`config.mk`:
```
export PLATFORM = sky130hd
export DESIGN_NAME = uart_rx_param
export DESIGN_NICKNAME = d
export VERILOG_FILES = /design/src/rtl/uart_rx_param.sv
export SDC_FILE = /design/constraint.sdc
export NUM_CORES = 1
export LEC_CHECK = 0
export CAP_MARGIN = 20
export CORE_ASPECT_RATIO = 1.2
export CORE_UTILIZATION = 45
export CTS_BUF_LIST = sky130_fd_sc_hd__clkbuf_4
export CTS_CLUSTER_DIAMETER = 80
export DETAILED_ROUTE_END_ITERATION = 12
export PLACE_DENSITY = 0.7
export SKIP_CTS_REPAIR_TIMING = 1
export SLEW_MARGIN = 20
export SYNTH_ARGS = -nofsm -noshare
export SYNTH_HDL_FRONTEND = slang
export SYNTH_SLANG_ARGS = --single-unit
export TNS_END_PERCENT = 30
```
`constraint.sdc`:
```
create_clock -name clk -period 2.6 [get_ports clk]
set_input_delay 0.65 -clock clk [delete_from_list [all_inputs] [get_ports clk]]
set_output_delay 0.65 -clock clk [all_outputs]
set_load 0.01 [all_outputs]
```
`src/rtl/uart_rx_param.sv`:
```
// uart_rx_param: parametrised UART receiver.
// Oversampled receive path (2-flop synchroniser, tick divider, 3-sample
// majority vote) feeding a frame FSM. Characters are written into a small
// first-word-fall-through FIFO with a valid/ready read port. Parity, framing
// and overrun errors are reported.
module uart_rx_param #(
  parameter int CLK_FREQ_HZ = 100_000_000,
  parameter int BAUD        = 9600,
  parameter int OVERSAMPLE  = 16,
  parameter int DATA_BITS   = 7,
  parameter int PARITY      = 2,   // 0 = none, 1 = odd, 2 = even
  parameter int STOP_BITS   = 1,
  parameter int FIFO_DEPTH  = 4
) (
  input  logic                 clk,
  input  logic                 reset,
  input  logic                 rxd,
  output logic [DATA_BITS-1:0] data,
  output logic                 data_perr,
  output logic                 valid,
  input  logic                 ready,
  output logic                 busy,
  output logic                 frame_err,
  output logic                 overrun
);

  localparam int TICK_DIV = (CLK_FREQ_HZ + (BAUD * OVERSAMPLE) / 2) / (BAUD * OVERSAMPLE);
  localparam int DIV_W    = $clog2(TICK_DIV + 1);
  localparam int TW       = $clog2(OVERSAMPLE);
  localparam int M        = OVERSAMPLE / 2;
  localparam int BW       = $clog2(DATA_BITS);
  localparam int AW       = $clog2(FIFO_DEPTH);

  localparam logic [2:0] S_IDLE   = 3'd0;
  localparam logic [2:0] S_START  = 3'd1;
  localparam logic [2:0] S_DATA   = 3'd2;
  localparam logic [2:0] S_PARITY = 3'd3;
  localparam logic [2:0] S_STOP   = 3'd4;
  localparam logic [2:0] S_BREAK  = 3'd5;

  // Receive front end
  logic             sync1;
  logic             rx_s;
  logic             rx_d;
  logic             fall;

  // Timing
  logic [DIV_W-1:0] div_cnt;
  logic             tick;
  logic [TW-1:0]    tcnt;
  logic [TW-1:0]    tcnt_nxt;
  logic             decide;
  logic             clear_timing;

  // Frame FSM and datapath
  logic [2:0]           state;
  logic [BW-1:0]        bcnt;
  logic                 scnt;
  logic [DATA_BITS-1:0] shreg;
  logic                 perr;
  logic                 s_a;
  logic                 s_b;
  logic                 vote;
  logic                 exp_par;
  logic                 ferr_event;
  logic                 push_req;

  // FIFO
  logic [DATA_BITS:0] mem [FIFO_DEPTH];
  logic [DATA_BITS:0] head;
  logic [AW:0]        wptr;
  logic [AW:0]        rptr;
  logic               full;
  logic               pop;
  logic               push;

  // Two-flop synchroniser plus one delayed copy for falling-edge detection
  always_ff @(posedge clk) begin
    // NOTE: sequential state uses non-blocking assignments so every flop
    // samples the pre-edge value of the others, whatever the statement order.
    if (!reset) begin
      sync1 <= 1'b1;
      rx_s  <= 1'b1;
      rx_d  <= 1'b1;
    end else begin
      sync1 <= rxd;
      rx_s  <= sync1;
      rx_d  <= rx_s;
    end
  end

  // Tick, tick index, vote and control decodes
  always_comb begin
    // NOTE: every output of this block gets a value before any branch, so no
    // path can leave one unassigned and infer a latch.
    tick     = (div_cnt == DIV_W'(TICK_DIV - 1));
    tcnt_nxt = tcnt + 1'b1;
    if (tcnt == TW'(OVERSAMPLE - 1)) tcnt_nxt = '0;
    fall     = rx_d & ~rx_s;
    decide   = tick && (tcnt_nxt == TW'(M + 1));
    vote     = (s_a & s_b) | (s_a & rx_s) | (s_b & rx_s);
    exp_par  = (PARITY == 1) ? ~(^shreg) : (^shreg);
    ferr_event   = (state == S_STOP) && decide && !vote;
    push_req     = (state == S_STOP) && decide && vote && (scnt == 1'(STOP_BITS - 1));
    // Realign to a new start edge, restart the break timer while the line is
    // low, and start the break timer afresh on a framing error.
    clear_timing = ((state == S_IDLE) && fall) || ((state == S_BREAK) && !rx_s) || ferr_event;
  end

  // Clock divider and oversample tick counter
  always_ff @(posedge clk) begin
    if (!reset) begin
      div_cnt <= '0;
      tcnt    <= '0;
    end else if (clear_timing) begin
      div_cnt <= '0;
      tcnt    <= '0;
    end else if (tick) begin
      div_cnt <= '0;
      tcnt    <= tcnt_nxt;
    end else begin
      div_cnt <= div_cnt + 1'b1;
    end
  end

  // Frame FSM: start validation, LSB-first deserialisation, parity, stop, break
  always_ff @(posedge clk) begin
    if (!reset) begin
      state <= S_IDLE;
      bcnt  <= '0;
      scnt  <= 1'b0;
      shreg <= '0;
      perr  <= 1'b0;
      s_a   <= 1'b0;
      s_b   <= 1'b0;
    end else begin
      // The first two of the three vote samples; the third is rx_s itself
      // in the decision cycle.
      if (tick && (tcnt_nxt == TW'(M - 1))) s_a <= rx_s;
      if (tick && (tcnt_nxt == TW'(M)))     s_b <= rx_s;

      case (state)
        S_IDLE: begin
          if (fall) state <= S_START;
        end
        S_START: begin
          if (decide) begin
            if (vote) begin
              state <= S_IDLE;            // glitch: silently ignore
            end else begin
              state <= S_DATA;
              bcnt  <= '0;
              shreg <= '0;
              perr  <= 1'b0;
            end
          end
        end
        S_DATA: begin
          if (decide) begin
            shreg[bcnt] <= vote;
            if (bcnt == BW'(DATA_BITS - 1)) begin
              state <= (PARITY == 0) ? S_STOP : S_PARITY;
              scnt  <= 1'b0;
            end else begin
              bcnt <= bcnt + 1'b1;
            end
          end
        end
        S_PARITY: begin
          if (decide) begin
            perr  <= vote ^ exp_par;
            state <= S_STOP;
            scnt  <= 1'b0;
          end
        end
        S_STOP: begin
          if (decide) begin
            if (!vote) begin
              state <= S_BREAK;
            end else if (scnt == 1'(STOP_BITS - 1)) begin
              state <= S_IDLE;            // do not wait out the stop bit
            end else begin
              scnt <= 1'b1;
            end
          end
        end
        S_BREAK: begin
          // Counters restart while the line is low, so reaching a wrap means
          // a full bit time of continuous high.
          if (tick && rx_s && (tcnt_nxt == '0)) state <= S_IDLE;
        end
        default: state <= S_IDLE;
      endcase
    end
  end

  // Registered one-clock error pulses
  always_ff @(posedge clk) begin
    if (!reset) begin
      frame_err <= 1'b0;
      overrun   <= 1'b0;
    end else begin
      frame_err <= ferr_event;
      overrun   <= push_req && full && !pop;
    end
  end

  assign pop  = valid && ready;
  assign full = (wptr[AW] != rptr[AW]) && (wptr[AW-1:0] == rptr[AW-1:0]);
  // A pop in the same cycle frees a slot, so a push into a full FIFO is legal.
  assign push = push_req && (!full || pop);

  // FIFO pointers; the extra MSB separates full from empty
  always_ff @(posedge clk) begin
    if (!reset) begin
      wptr <= '0;
      rptr <= '0;
    end else begin
      if (push) wptr <= wptr + 1'b1;
      if (pop)  rptr <= rptr + 1'b1;
    end
  end

  // FIFO storage
  always_ff @(posedge clk) begin
    // NOTE: the storage array has no reset; emptying the FIFO is done by the
    // pointers, and the read port is forced to zero while empty.
    if (push) mem[wptr[AW-1:0]] <= {perr, shreg};
  end

  assign head      = mem[rptr[AW-1:0]];
  assign valid     = (wptr != rptr);
  assign data      = valid ? head[DATA_BITS-1:0] : '0;
  assign data_perr = valid & head[DATA_BITS];
  assign busy      = (state != S_IDLE);

endmodule

```
### Yosys cells after proc, flatten, opt, wreduce, memory -nomap -nowiden

Memories as Yosys holds them, arrays and structs flattened. A register that Yosys moved wholly into a read port is not among the register bits.
Index checks and enable logic that the tools add are counted.

| storage, ports and cells | value |
|---|---|
| output and inout bits | 12 |
| flip-flop bits (word level) | 42 |
| memory bits (writable) | 32 |
| logic and storage cells | 138 |
| memories | 1 |
| input port bits | 4 |

| cells by class | value |
|---|---|
| bitwise gates (word level) | 11 |
| muxes and demuxes | 40 |
| equality and inequality tests | 25 |
| order comparisons | 2 |
| $add $sub $neg | 5 |
| reductions and logical operators | 38 |

Memories:

| memory | depth | bits a word | rd ports | clocked after memory_dff | wr ports | line | RTL |
|---|---|---|---|---|---|---|---|
| mem | 4 | 8 | 1 | 1 | 1 | 69 | `logic [DATA_BITS:0] mem [FIFO_DEPTH];` |

Operators with widths:

| cell | count |
|---|---|
| two-way mux 3 bit | 13 |
| two-way mux 7 bit | 4 |
| inequality test 2 bit, second input constant | 9 |
| case mux 3 bit (6 select lines) | 1 |
| logical AND 1 bit | 17 |
| case mux 7 bit (2 select lines) | 1 |
| equality test 4 bit, second input constant | 3 |
| two-way mux 1 bit | 12 |
| adder 10 x 1 -> 10 bit, second input constant | 1 |
| equality test 10 bit, second input constant | 1 |
| adder 3 x 1 -> 3 bit, second input constant | 3 |
| equality test 3 bit, second input constant | 3 |
| AND reduction 4 bit | 2 |
| AND reduction 8 bit | 1 |
| bitwise mux 7 bit | 1 |
| XOR reduction 7 bit | 1 |
| equality test 3 x 2 -> 1 bit, second input constant | 2 |
| two-way mux 2 bit | 3 |
| case mux 3 bit (2 select lines) | 1 |
| AND reduction 6 bit | 1 |
| nonzero test 3 bit | 2 |
| AND 1 bit | 5 |
| AND reduction 5 bit | 1 |
| adder 4 x 1 -> 4 bit, second input constant | 1 |
| other kinds (23) | 32 |

### Longest topological paths before layout

Gate-level depths: netlist of the first run.

| depth | value |
|---|---|
| word-level depth | 10 |
| depth in mapped cells | 8 |
| depth with buffers taken out | 7 |

### Worst setup path before layout of the first run

Ideal clock, no wire load.

| path | value |
|---|---|
| path kind | flip-flop to flip-flop |
| start | register tcnt[1] |
| end | memory mem[3][0] in the netlist's numbering (enable) |
| library setup time | 0.332 ns |
| required time | 2.268 ns |
| data arrival time | 1.850 ns |
| period minus slack after synthesis | 2.182 ns |
| setup slack | 0.418 ns |
| buffers on the path | 0 |
| stages on the path, launching flop included | 7 |
| path through | dfxtp_1 > ha_1 > nand2_2 > o32ai_4 > nand2_2 > nor4b_2 > and2_1 |

| on the way | value |
|---|---|
| cells in the longest elaborated chain, start to end | 10 |
| elaborated cells on any way between the ends | 11 |
| classes of those cells | add/sub: 1; eq/ne: 2; mux: 3; reduce/logical: 5 |

Ends and longest elaborated chain:

| element | line | RTL |
|---|---|---|
| start: declaration | 50 | `logic [TW-1:0] tcnt;` |
| start signal: assignment | 120 | `tcnt <= tcnt_nxt;` |
| adder 4 x 1 -> 4 bit / equality test 4 bit (equally long branches) | 97, 98 |  |
| two-way mux 4 bit * | 98 | `if (tcnt == TW'(OVERSAMPLE - 1)) tcnt_nxt = '0;` |
| equality test 4 bit * | 100 | `decide = tick && (tcnt_nxt == TW'(M + 1));` |
| logical AND 1 bit * | 100 |  |
| logical AND 1 bit * (3 in a row) | 104 | `push_req = (state == S_STOP) && decide && vote && (scnt == 1'(STOP_BITS - 1));` |
| logical AND 1 bit * | 211 | `assign push = push_req && (!full \|\| pop);` |
| two-way mux 1 bit * | 228 | `if (push) mem[wptr[AW-1:0]] <= {perr, shreg};` |
| two-way mux 1 bit (implied by the code) * | 228 |  |
| end: declaration | 69 |  |

Every way passes the cells marked *; elsewhere a longest branch is shown, timed or not.

### Worst setup path after layout of the first run

| path | value |
|---|---|
| start | register wptr[2] |
| end | output valid |

| on the way | value |
|---|---|
| cells in the longest elaborated chain, start to end | 1 |

Ends and longest elaborated chain:

| element | line | RTL |
|---|---|---|
| start: declaration | 71 | `logic [AW:0] wptr;` |
| start signal: assignment | 219 | `if (push) wptr <= wptr + 1'b1;` |
| inequality test 3 bit | 232 | `assign valid = (wptr != rptr);` |
| end: declaration | 20 | `output logic valid,` |

Every way passes these cells.

==> metrics.md, run 1 <==
| Metric | Value |
|---|---|
| Layout Nets | 361 |
| Commonest non-fill, non-tap cells in the layout | 39 x dfxtp_1, 32 x edfxtp_1, 29 x nor2_1, 24 x nand2_1, 13 x ha_1 |
| Violated checks | DRC |
| Worst Skew | 0.0168 ns |
| R2R depth | 6 |
| All-Layer GR Usage | 0.165 |
| EDFF count, synth | 32 |
| Path length in cells of the critical path | 4 |
| Drt wl/cell | 14.5 µm |
| CTS tree | built |
| Mapped Area | 3640 µm² |
| Syn nets | 338 |
| Num CTS Buffers | 9 |
| Power Density | 574 nW/µm² |
| Synth Warn # | 0 |
| Final min period | 2.49 ns |
| Total gr overflow | 0 |
| VDD IR max | 0.339 mV |
| Total power | 0.00241 W |
| Ratio of cells with drive above 1 in the final layout | 0.183 |
| First-pass GRT wire length | 10,900 µm |
| Root Driver | clkbuf_4 |
| Largest net degree at the start of global routing | 20 |
| Drt drc | 4 |
| Area occupied by multi-input gates | 1730 µm² |
| Post-Route WL | 6380 µm |
| Cell family with most CP delay | buffers and inverters |
| Post-route antenna net violation count | 0 |
| Avg Cell Area, Syn | 11.3 µm² |
| Final Hold Viols | 0 |
| Critical path's slowest cell | clkdlybuf4s50_1 |
| Worst setup EP type | output pin |
| Async set-reset flop share out of synthesis | 0 |
| Horiz. Die Dim | 84.1 µm |
| Fin util | 0.540 |
| Most common cell after layout, fill and taps aside | dfxtp_1 |
| HPWL after DPL | 4510 µm |
| Placed Area | 3870 µm² |
| Area growth, synth to finish | 15.0% |
| Initial drt markers | 123 |
| WP data arrival | 1.84 ns |
| Ys flop type | dfxtp_1 |
| RSZ-0062 raised after global routing | no |
| PortBufs | 15 |
| Critical-path cell list | xor2_2 > nand3b_1 > buf_4 > clkdlybuf4s50_1 |
| Routability congestion estimate | 0.761 |
| Min-Delay Path Depth | 1 |
| N_diodes | 0 |
| Vias in the first global route | 2,343 |
| Sequential share of the synthesized area | 0.500 |
| Hold WS | 0.421 ns |
| Achievable clock frequency | 402 MHz |
| CP Class | flop to output pin |
| Crit start category | flop |
| Num ports | 16 |
| Leak | 1.72 nW |
| Worst Tran Pin Value | 0.532 ns |
| Finished Cell Area | 4190 µm² |
| Final Slew Violations | 0 |
| Sinks on Clock Net | 75 |
| Register area | 1830 µm² |
| Synth unique cells | 56 |
| Worst slack, placed | 0.163 ns |
| Initial antenna violation count | 0 |
| Chip height | 101 µm |
| First drt pass iteration count | 8 |
| WP data required | 1.95 ns |
| Filler cells | 667 |
| Mapped Cells | 321 |
| Max stage delay on crit path | 0.51 ns |
| Crit-path max FO | 4 |
| Vias per cell | 5.48 |
| Max Cap Violations | 0 |
| Die area | 8460 µm² |
| Clk Latency, worst-skew pair | 0.41 ns |
| Status | complete, but fails checks |
| Min setup slack post-route | 0.115 ns |
| Core area | 7750 µm² |
| Clock tree buffer depth | 2 |
| Min-delay worst type | flop to flop |
| Yosys reg bits | 75 |
| Slew margin rel. | 0.644 |
| Final count of negative-setup-slack endpoints | 0 |
| DR vias | 2,416 |
| WP buf/inv | 2 |
| H-tree Lvls | 3 |
| Initial Utilization | 0.470 |
| Final period util | 0.956 |
| Clock transition at path regs | 0.12 ns |
| # rows | 35 |
-- layout make-up --
cell class / instances / area share
Inverter: 8 / 0.00717
Sequential cell: 75 / 0.436
Timing Repair Buffer: 28 / 0.0648
Tap cell: 92 / 0.0275
Clock buffer: 10 / 0.0179
Multi-Input combinational cell: 222 / 0.414
Clock inverter: 6 / 0.0329
-- worst paths after layout --
check                from        end  slack, ns
setup / recovery  wptr[2]      valid       0.11
hold / removal      sync1       rx_s       0.42
setup reg to reg  tcnt[1]  mem[1][7]       0.26
hold reg to reg     sync1       rx_s       0.42
-- synth_stat cells, types with 2 or more instances --
cell type / n / area [µm²]
dfxtp_1: 43 / 861
edfxtp_1: 32 / 961
nor2_1: 29 / 109
nand2_1: 24 / 90.1
and2_1: 16 / 100
ha_1: 13 / 163
xor2_1: 12 / 105
xnor2_1: 11 / 96.3
mux2i_1: 10 / 100
nand3_1: 10 / 50.1
nand2b_1: 9 / 56.3
clkbuf_1: 8 / 30.0
inv_1: 8 / 30.0
mux4_2: 8 / 180
o21ai_0: 6 / 30.0
buf_2: 5 / 25.0
nand3b_1: 5 / 37.5
a31oi_1: 4 / 25.0
and3_1: 4 / 25.0
nand4b_1: 4 / 35.0
a21boi_0: 3 / 22.5
a32o_1: 3 / 30.0
and4b_1: 3 / 30.0
nor3_1: 3 / 15.0
nor3_2: 3 / 30.0
nor4b_2: 3 / 45.0
o22ai_1: 3 / 18.8
o31ai_1: 3 / 22.5
a21oi_1: 2 / 10.0
and3b_1: 2 / 17.5
and4_1: 2 / 17.5
buf_4: 2 / 15.0
buf_6: 2 / 22.5
nand2_2: 2 / 12.5
nor2b_1: 2 / 12.5
o311ai_0: 2 / 17.5
-- per-stage QoR --
stage	std cells	setup TNS, ns
after floorplan	321	0
after global placement	418	0
after detailed placement	418	0
after CTS	434	-1.29
after global routing	441	0
final	441	0
-- power by group --
group / switching [W] / internal, W / leakage, nW
registers: 0.0000314 / 0.00123 / 0.722
logic: 0.0000789 / 0.0000684 / 0.891
clock network: 0.000398 / 0.000598 / 0.111
-- registers in the layout (all words and copies together), names as in the netlist, 3 cells and up, named ones only --
name,cells
bcnt,3
div_cnt,10
mem,32
rptr,3
shreg,7
state,3
tcnt,4
wptr,3
-- per-layer routing --
layer | track usage | vias up | share of wire
met3 | 0.0369 | 10 | 0.042
met1 | 0.204 | 1137 | 0.43
met2 | 0.282 | 59 | 0.51
met5 | 0 | - | 0
met4 | 0.0663 | 0 | 0.020
li1 | - | 1210 | -
-- cell families after synthesis --
group | count (synthesis) | share of synthesized area
AND/OR/NAND/NOR | 129 | 0.203
buffers and inverters | 25 | 0.0337
adder cells (fa/ha/maj) | 14 | 0.0478
flip-flops | 75 | 0.500
AO/OA/AOI/OAI | 37 | 0.0828
multiplexers | 18 | 0.0770
XOR/XNOR | 23 | 0.0553
-- worst reg2reg max path, cell delays in order, from the launching register on --
cell and delay (ns):
dfxtp_1 0.45, ha_1 0.32, nand2_2 0.10, o32ai_4 0.28, nand2_2 0.16, nor4b_2 0.41, and2_2 0.33
(Power assumes the default switching activity.)
==> inputs of run 2 (changes only) <==
TNS_END_PERCENT = 50   (was 30)
==> results of run 2 <==
Same layout as run 1: the final DEF is identical, and so are final timing and power.
==> inputs of run 3 (changes only) <==
RECOVER_POWER = 50   (was not set)
==> run 3 against run 2 <==
The run still ends with DRC left. Fmax grew 0.23%. Total power shrank 0.11%. Clock-buffer cell count is the same. Final area shrank 0.60%. Critical path depth is the same. Combinational power is essentially flat. Via count shrank 0.29%. Flip-flop and latch count is the same. First-iteration DRC count is the same. Non-clock buffer count is the same. Critical path type unchanged.
==> metrics.md, run 3 (synthesis results as in run 1) <==
| Metric | Value |
|---|---|
| Reg-to-reg slack, setup | 0.25 ns (about the same) |
| HPWL after DPL | 4510 µm (unchanged) |
| Critical-path cell list | xor2_2 > nand3b_1 > buf_4 > clkdlybuf4s50_1 |
| Fin Setup TNS | 0 ns (unchanged) |
| Initial drt markers | 123 (unchanged) |
| Power Density | 577 nW/µm² (+0.49%) |
| Leak | 1.72 nW (-0.46%) |
| WP data arrival | 1.83 ns (about the same) |
| Clock tree buffer depth | 2 (unchanged) |
| Worst slack, placed | 0.163 ns (unchanged) |
| Min-delay worst type | flop to flop |
| Drt drc | 4 (unchanged) |
| Max reg flops | 32 (unchanged) |
| Layout Nets | 361 (unchanged) |
| N_diodes | 0 (unchanged) |
| Crit start category | flop |
| Drt wl/cell | 14.5 µm (+0.45%) |
| Initial antenna violation count | 0 (unchanged) |
| Worst setup EP type | output pin |
| # rows | 35 (unchanged) |
| Crit-path max FO | 4 (unchanged) |
| Ratio of cells with drive above 1 in the final layout | 0.166 (-0.0172) |
| VDD IR max | 0.339 mV (about the same) |
| CP Class | flop to output pin |
| First-pass GRT wire length | 10,900 µm (unchanged) |
| Violated checks | DRC |
| Num ports | 16 (unchanged) |
| Root Driver | clkbuf_4 |
| Post-route antenna net violation count | 0 (unchanged) |
| Worst Tran Pin Value | 0.826 ns (+0.293 ns) |
| Min-Delay Path Depth | 1 (unchanged) |
| Achievable clock frequency | 403 MHz (+0.23%) |
| Vias in the first global route | 2,343 (unchanged) |
| Critical path's slowest cell | clkdlybuf4s50_1 |
| Min setup slack post-route | 0.120 ns (+0.00569 ns) |
| Placed Cells incl. Taps | 418 (unchanged) |
| Clk Latency, worst-skew pair | 0.40 ns (about the same) |
| Max stage delay on crit path | 0.51 ns (about the same) |
| First drt pass iteration count | 8 (unchanged) |
| H-tree Lvls | 3 (unchanged) |
| Layout Cells excl Fill | 441 (unchanged) |
| DR vias | 2,409 (-0.29%) |
| Vias per cell | 5.46 (-0.29%) |
| Hold Path End | rx_s |
| Largest net degree at the start of global routing | 20 (unchanged) |
| Reg2Reg Capture Point | mem[1][7] |
| Final count of negative-setup-slack endpoints | 0 (unchanged) |
| Area growth, synth to finish | 14.3% |
| Core area | 7750 µm² (unchanged) |
| Filler cells | 673 (+0.90%) |
| Hold path start | sync1 |
| Die area | 8460 µm² (unchanged) |
| R2R depth | 6 (unchanged) |
| RSZ-0062 raised after global routing | no |
| Sinks on Clock Net | 75 (unchanged) |
| Routability congestion estimate | 0.761 (unchanged) |
| CTS tree | built |
| Area occupied by multi-input gates | 1720 µm² (-0.79%) |
| Chip height | 101 µm (unchanged) |
| Final Hold Viols | 0 (unchanged) |
| Final min period | 2.48 ns (-0.00569 ns) |
| Post-Route WL | 6410 µm (+0.45%) |
| Final Slew Violations | 0 (unchanged) |
| WP data required | 1.95 ns (about the same) |
| Initial Utilization | 0.470 (unchanged) |
| PortBufs | 15 (unchanged) |
| Most common cell after layout, fill and taps aside | dfxtp_1 |
| Worst Skew | 0.0156 ns (-0.00113 ns) |
| All-Layer GR Usage | 0.165 (unchanged) |
| Status | complete, but fails checks |
| Horiz. Die Dim | 84.1 µm (unchanged) |
| Final period util | 0.954 (-0.00219) |
| Worst r2r src | tcnt[1] |
| Register area | 1830 µm² (unchanged) |
| Max Cap Violations | 0 (unchanged) |
| Total gr overflow | 0 (unchanged) |
| Commonest non-fill, non-tap cells in the layout | 39 x dfxtp_1, 32 x edfxtp_1, 29 x nor2_1, 25 x nand2_1, 13 x ha_1 |
| Num CTS Buffers | 9 (unchanged) |
| Clock transition at path regs | 0.12 ns (about the same) |
| Slew margin rel. | 0.450 (-0.194) |
run 3: cell count changes in the layout (fill, tap and decap cells not counted):
| cell | before | now |
|---|---|---|
| a311oi_1 | 0 | 1 |
| nor3_2 | 3 | 2 |
| clkdlybuf4s50_1 | 7 | 4 |
| dlygate4sd3_1 | 0 | 3 |
| nand2_2 | 2 | 1 |
| a311oi_2 | 1 | 0 |
| clkbuf_1 | 0 | 3 |
| nand2_1 | 24 | 25 |
| buf_4 | 12 | 8 |
| nor3_1 | 3 | 4 |
| clkbuf_4 | 10 | 11 |
run 3: through the flow:
step	area, µm²	total power [W]	utilization	hold WS (ns)
3_3_place_gp	3870	0.00144	0.499	0.393
6_report	4160	0.00240	0.537	0.421
5_1_grt	4160	0.00251	0.537	0.447
2_1_floorplan	3640	0.00139	-	0.386
4_1_cts	4080	0.00243	0.526	0.424
3_5_place_dp	3870	0.00144	0.499	0.395
run 3: how the worst max path moves through the flow:
stage | startpoint | end | slack (ns)
final | wptr[2] | valid | 0.12
after global routing | wptr[2] | valid | 0.02
after CTS | wptr[0] | data[5] | -0.17
after detailed placement | tcnt[1] | mem[1][5] | 0.16
after global placement | ready | mem[1][5] | 0.23
after floorplan | tcnt[1] | mem[3][0] | 0.42
run 3: worst max-delay path, delay by kind of cell (launching register included):
family,cells,cell delay (ns)
buffers and inverters,2,0.64
DFF,1,0.39
xor gates and xnor gates,1,0.20
and+or+nand+nor,1,0.20
run 3: cell type report:
type,instances,area share
repair buffers,28,0.0625
flip-flops and latches,75,0.439
inverters,8,0.00721
multi-input cells,222,0.413
clock inverters,6,0.0331
clock buffers,10,0.0180
well taps,92,0.0277
run 3: per-layer routing:
| layer | global-route usage | up-vias | part of all wire |
|---|---|---|---|
| met5 | 0 | - | 0 |
| met3 | 0.0369 | 6 | 0.032 |
| met2 | 0.282 | 46 | 0.51 |
| met1 | 0.204 | 1149 | 0.44 |
| met4 | 0.0663 | 0 | 0.015 |
| li1 | - | 1208 | - |
run 3: report_power, final:
group	total, W	leakage (nW)	switching [W]	internal, W
Combinational	0.000145	0.883	0.0000777	0.0000674
Sequential	0.00126	0.722	0.0000314	0.00123
Clock	0.000995	0.111	0.000397	0.000598
Total	0.00240	1.72	0.000506	0.00190
